**src/rtl/uart_pkg.sv**
```systemverilog
// Shared UART definitions: FSM state encoding and framing constants.
// Used by both the receiver and the transmitter.
package uart_pkg;

    typedef enum logic [2:0] {
        IDLE,
        START,
        DATA,
        STOP,
        BREAK
    } uart_state_e;

    localparam int          OVERSAMPLE   = 16;
    localparam int          MID_TICK     = 8;
    localparam int          DATA_BITS    = 8;
    localparam logic [7:0]  ASCII_OFFSET = 8'd48;

endpackage

```
**src/rtl/uart_baud_gen.sv**
```systemverilog
// Oversample prescaler: counts 0..DIV-1 and pulses tick on the wrap.
// Synchronous clr holds the count at 0.
module uart_baud_gen #(
    parameter int DIV = 325
) (
    input  logic clk,
    input  logic rst,
    input  logic clr,
    output logic tick
);

    localparam int CW = (DIV > 1) ? $clog2(DIV) : 1;

    logic [CW-1:0] cnt_q, cnt_d;

    always_comb begin
        tick  = !clr && (cnt_q == CW'(DIV - 1));
        cnt_d = cnt_q + CW'(1);
        if (clr || tick) begin
            cnt_d = '0;
        end
    end

    always_ff @(posedge clk or negedge rst) begin
        if (!rst) begin
            cnt_q <= '0;
        end else begin
            cnt_q <= cnt_d;
        end
    end

endmodule

```
**src/rtl/uart_rx.sv**
```systemverilog
// 8N1 UART receiver with 16x oversampling, glitch rejection and break hold-off.
// Build option: UART_RX_ASCII_EN subtracts the ASCII '0' offset from each good byte.
//
// state | meaning
// IDLE  | line idle, prescaler held, waiting for a low rx_s
// START | counting to mid start bit, rejects glitches
// DATA  | sampling 8 data bits, LSB first, one per 16 ticks
// STOP  | sampling stop bit: good byte or framing error
// BREAK | line held low after framing error, wait for release
module uart_rx
    import uart_pkg::*;
#(
    parameter int BAUD = 9600,
    parameter int F    = 50000000
) (
    input  logic       clk,
    input  logic       rst,
    input  logic       rx,
    output logic [7:0] data,
    output logic       valid,
    output logic       frame_err,
    output logic       busy
);

    localparam int DIV = F / (BAUD * OVERSAMPLE);

    uart_state_e state_q, state_d;
    logic        rx_meta_q, rx_s_q;
    logic [3:0]  tcnt_q, tcnt_d;
    logic [2:0]  bcnt_q, bcnt_d;
    logic [7:0]  shift_q, shift_d;
    logic [7:0]  data_q, data_d;
    logic        valid_q, valid_d;
    logic        ferr_q, ferr_d;
    logic        tick;
    logic [7:0]  byte_out;

    uart_baud_gen #(.DIV(DIV)) u_baud (
        .clk  (clk),
        .rst  (rst),
        .clr  (state_q == IDLE),
        .tick (tick)
    );

`ifdef UART_RX_ASCII_EN
    assign byte_out = shift_q - ASCII_OFFSET;
`else
    assign byte_out = shift_q;
`endif

    always_comb begin
        state_d = state_q;
        tcnt_d  = tcnt_q;
        bcnt_d  = bcnt_q;
        shift_d = shift_q;
        data_d  = data_q;
        valid_d = 1'b0;
        ferr_d  = 1'b0;
        case (state_q)
            IDLE: begin
                tcnt_d = 4'(MID_TICK - 1);
                if (!rx_s_q) state_d = START;
            end
            START: begin
                if (tick) begin
                    if (tcnt_q == 4'd0) begin
                        if (rx_s_q) begin
                            state_d = IDLE;
                        end else begin
                            state_d = DATA;
                            tcnt_d  = 4'(OVERSAMPLE - 1);
                            bcnt_d  = 3'd0;
                        end
                    end else begin
                        tcnt_d = tcnt_q - 4'd1;
                    end
                end
            end
            DATA: begin
                if (tick) begin
                    if (tcnt_q == 4'd0) begin
                        shift_d = {rx_s_q, shift_q[7:1]};
                        tcnt_d  = 4'(OVERSAMPLE - 1);
                        if (bcnt_q == 3'(DATA_BITS - 1)) state_d = STOP;
                        else bcnt_d = bcnt_q + 3'd1;
                    end else begin
                        tcnt_d = tcnt_q - 4'd1;
                    end
                end
            end
            STOP: begin
                if (tick) begin
                    if (tcnt_q == 4'd0) begin
                        if (rx_s_q) begin
                            data_d  = byte_out;
                            valid_d = 1'b1;
                            state_d = IDLE;
                        end else begin
                            ferr_d  = 1'b1;
                            state_d = BREAK;
                        end
                    end else begin
                        tcnt_d = tcnt_q - 4'd1;
                    end
                end
            end
            BREAK: begin
                if (rx_s_q) state_d = IDLE;
            end
            default: state_d = IDLE;
        endcase
    end

    always_ff @(posedge clk or negedge rst) begin
        if (!rst) begin
            state_q   <= IDLE;
            rx_meta_q <= 1'b1;
            rx_s_q    <= 1'b1;
            tcnt_q    <= '0;
            bcnt_q    <= '0;
            shift_q   <= '0;
            data_q    <= '0;
            valid_q   <= 1'b0;
            ferr_q    <= 1'b0;
        end else begin
            state_q   <= state_d;
            rx_meta_q <= rx;
            rx_s_q    <= rx_meta_q;
            tcnt_q    <= tcnt_d;
            bcnt_q    <= bcnt_d;
            shift_q   <= shift_d;
            data_q    <= data_d;
            valid_q   <= valid_d;
            ferr_q    <= ferr_d;
        end
    end

    assign data      = data_q;
    assign valid     = valid_q;
    assign frame_err = ferr_q;
    assign busy      = (state_q != IDLE);

endmodule

```
**config.mk**
```make
export PLATFORM = sky130hd
export DESIGN_NAME = uart_rx
export DESIGN_NICKNAME = d
export VERILOG_FILES = /design/src/rtl/uart_pkg.sv /design/src/rtl/uart_baud_gen.sv /design/src/rtl/uart_rx.sv
export SDC_FILE = /design/constraint.sdc
export NUM_CORES = 1
export LEC_CHECK = 0
export CAP_MARGIN = 20
export CORE_AREA = 2 2 105 66
export CTS_CLUSTER_DIAMETER = 100
export DETAILED_ROUTE_END_ITERATION = 16
export DIE_AREA = 0 0 107 68
export SKIP_CTS_REPAIR_TIMING = 1
export SLEW_MARGIN = 20
export SYNTH_ARGS = -nofsm -noshare
export SYNTH_HDL_FRONTEND = slang
export SYNTH_SLANG_ARGS = --single-unit
```
**constraint.sdc**
```tcl
create_clock -name clk -period 2.5 [get_ports clk]
set_input_delay 0.25 -clock clk [delete_from_list [all_inputs] [get_ports clk]]
set_output_delay 0.25 -clock clk [all_outputs]
set_load 0.01 [all_outputs]
```
==> flow_metrics.env <==
export IMPL_synth_top_area_share_pct=50.4
export IMPL_final_common_cell="dfrtp_1"
export IMPL_setup_viol=0
export IMPL_p_sw_share_pct=20.9
export IMPL_final_cell_mix="37 x dfrtp_1, 12 x nor2_1, 12 x clkdlybuf4s50_1, 8 x mux2_2, 8 x mux2_4"
export IMPL_drc=0
export IMPL_num_rows=23
export IMPL_overflow=0
export IMPL_start_util_pct=28.6
export IMPL_io_pins=14
export IMPL_fin_crit_sh_pct=88.6
export IMPL_switchingPower_mw=0.221
export IMPL_grt_pass1_wl_mm=5.22
export IMPL_postSynth_asyncResetShare_pct=100
export IMPL_fin_area_mm2=0.00210
export IMPL_nets=171
export IMPL_finalHoldViolCount=0
export IMPL_worstPathArrival_ps=2390
export IMPL_combPwrFrac_pct=1.5
export IMPL_fin_setup_tns_ps=0
export IMPL_p_per_area_mw_per_mm2=502
export IMPL_synth_area_leaders="dfrtp_1 50%, mux2_4 6.5%, mux2_2 4.9%"
export IMPL_max_stage_delay_ps=520
export IMPL_syn_to_final_growth_pct=14.4
export IMPL_die_y_um=68
export IMPL_cts_buffers=5
export IMPL_num_vias=1134
export IMPL_cts_root_buffer="clkbuf_8"
export IMPL_synth_flop_cell="dfrtp_1"
export IMPL_drtAntennaViolNets=0
export IMPL_stdcell_count=251
export IMPL_utilization_pct=32.7
export IMPL_yosys_warnings=0
export IMPL_drive_gt1_share_pct=21.3
export IMPL_core_mm2=0.00642
export IMPL_grt_use_total_pct=9.50
export IMPL_cts_max_level=2
export IMPL_crit_fanout=9
export IMPL_placed_area_mm2=0.00202
export IMPL_gp_congestion=0.830
export IMPL_hold_class="input pin to async pin"
export IMPL_syn_avg_cell_area_um2=12.4
export IMPL_end_kind="register"
export IMPL_dp_cells=243
export IMPL_tightestPinTransition_ps=857
export IMPL_status="completed"
export IMPL_ys_types=46
export IMPL_grt_max_degree=40
export IMPL_yosys_register_bits=39
export IMPL_syn_area_mm2=0.00184
export IMPL_rsz0062_at_grt="false"
export IMPL_final_setup_skew_ps=6.26
export IMPL_dieArea_mm2=0.00728
export IMPL_path_cells="inv_1 -> ha_1 -> or3b_2 -> nor4_4 -> and4_4 -> mux2_4"
export IMPL_worstPathRequired_ps=2670
export IMPL_power_share_clock_pct=38.3
export IMPL_path_class="register to register"
export IMPL_ys_seq_area_share_pct=53.3
export IMPL_maxSlewHeadroom_pct=42.9
export IMPL_avgViaCountPerCell=4.52
export IMPL_max_clock_freq_mhz=452
export IMPL_crit_slowest_cell="or3b_2"
export IMPL_insertion_delay_ps=290
export IMPL_pwr_share_seq_pct=60.2
export IMPL_cts_sinks=39
export IMPL_syn_num_nets=156
export IMPL_power_leakage_nw=0.928
export IMPL_cts_reportedPaths_clkPinSlew_ps=70
export IMPL_drtIter0Drc=57
export IMPL_netlist_instances=148
export IMPL_internal_power_mw=0.834
export IMPL_die_x_um=107
export IMPL_crit_path_start_kind="register"
export IMPL_port_buffers=13
export IMPL_grt_pass1_vias=1038
export IMPL_fin_total_pwr_mw=1.06
export IMPL_antenna_found_initial=0
export IMPL_antenna_cells=0
export IMPL_firstDrtPassIters=4
export IMPL_synth_largest_area_cell="dfrtp_1"
export IMPL_slew_viol_final=0
export IMPL_wl_mm=3.23
export IMPL_cts_tree="yes"
export IMPL_synth_edf_count=0
export IMPL_fin_crit_ps=2210
export IMPL_clockBufferDepth=2
export IMPL_ir_worst_vdd_mv=0.165
export IMPL_maxCapViolCount=0
export IMPL_wl_per_cell_um=12.9
export IMPL_hpwlAfterDp_mm=2.28
[state kept, by name, summed over array words and instances (netlist names)]
register	cells
u_baud.cnt_q	9
byte_out	8
data	8
tcnt_q	4
bcnt_q	3
state_q	3
frame_err	1
rx_meta_q	1
rx_s_q	1
valid	1
[through the flow]
| step | setup slack (ps) | hold slack, ps |
|---|---|---|
| finish | 285 | 70.8 |
| global route | 157 | 136 |
| CTS | 282 | 114 |
| detailed placement | 284 | 349 |
| global placement | 327 | 347 |
| floorplan | 401 | -45.6 |
[metal layers]
metal / track usage [%] / part of all wire [%] / vias up
li1: - / - / 558
met1: 15.0 / 56 / 549
met2: 11.5 / 38 / 25
met3: 3.24 / 4.7 / 2
met4: 3.08 / 0.59 / 0
met5: 0 / 0 / -
[worst paths after layout]
| check | from | slack (ps) | endpoint | cells after the start |
|---|---|---|---|---|
| worst min-delay path | rst | 70 | u_baud.cnt_q[2] | 1 |
| min in group clk | rx_meta_q | 360 | rx_s_q | 0 |
| worst max-delay path | tcnt_q[1] | 290 | data[1] | 6 |
| worst min register to register | rx_meta_q | 360 | rx_s_q | 0 |
| worst max register to register | tcnt_q[1] | 290 | data[1] | 6 |
| max in group asynchronous | rst | 1890 | tcnt_q[1] | 1 |
[area by class of cell]
cell class / count / area (µm²)
Clock buffer: 8 / 80.1
Fill cell: 610 / 4320
Inverter: 6 / 22.5
Multi-Input combinational cell: 98 / 786
Sequential cell: 39 / 978
Tap cell: 87 / 109
Timing Repair Buffer: 13 / 125
[worst max-delay path: cells and delay by family (launching register included)]
kind / cells / cell delay (ps)
adders and majority gates: 1 / 200
buffers and inverters: 1 / 80
DFF: 1 / 380
muxes: 1 / 310
and+or+nand+nor: 3 / 1130
[power groups by stage]
stage | clock network, mW | registers, mW | logic [mW]
after floorplan | 0 | 0.647 | 0.00164
final | 0.404 | 0.635 | 0.0161
after global placement | 0 | 0.647 | 0.0170
after CTS | 0.417 | 0.635 | 0.0175
after global routing | 0.441 | 0.635 | 0.0191
after detailed placement | 0 | 0.647 | 0.0175
[kinds of logic (layout without fill, tap and decap cells)]
group	after synthesis	count (layout)	synth area share, %
buf+inv	11	27	3.95
compound gates	21	21	7.97
xor+xnor	7	7	3.34
mux	17	17	12.0
fa+ha+maj	5	5	3.41
flops	39	39	53.3
simple gates	48	48	16.1
[synthesized netlist by cell type (2+ instances only)]
cell type	number
dfrtp_1	37
nor2_1	12
mux2_2	8
mux2_4	8
inv_1	6
nand2_1	6
xor2_1	6
ha_1	5
nand3_1	5
a21oi_1	4
a31oi_1	3
nand4_1	3
nor3_1	3
o21ai_0	3
o2bb2ai_1	3
or2_2	3
dfstp_2	2
nand2b_1	2
nor3b_1	2
(Power assumes the default switching activity.)
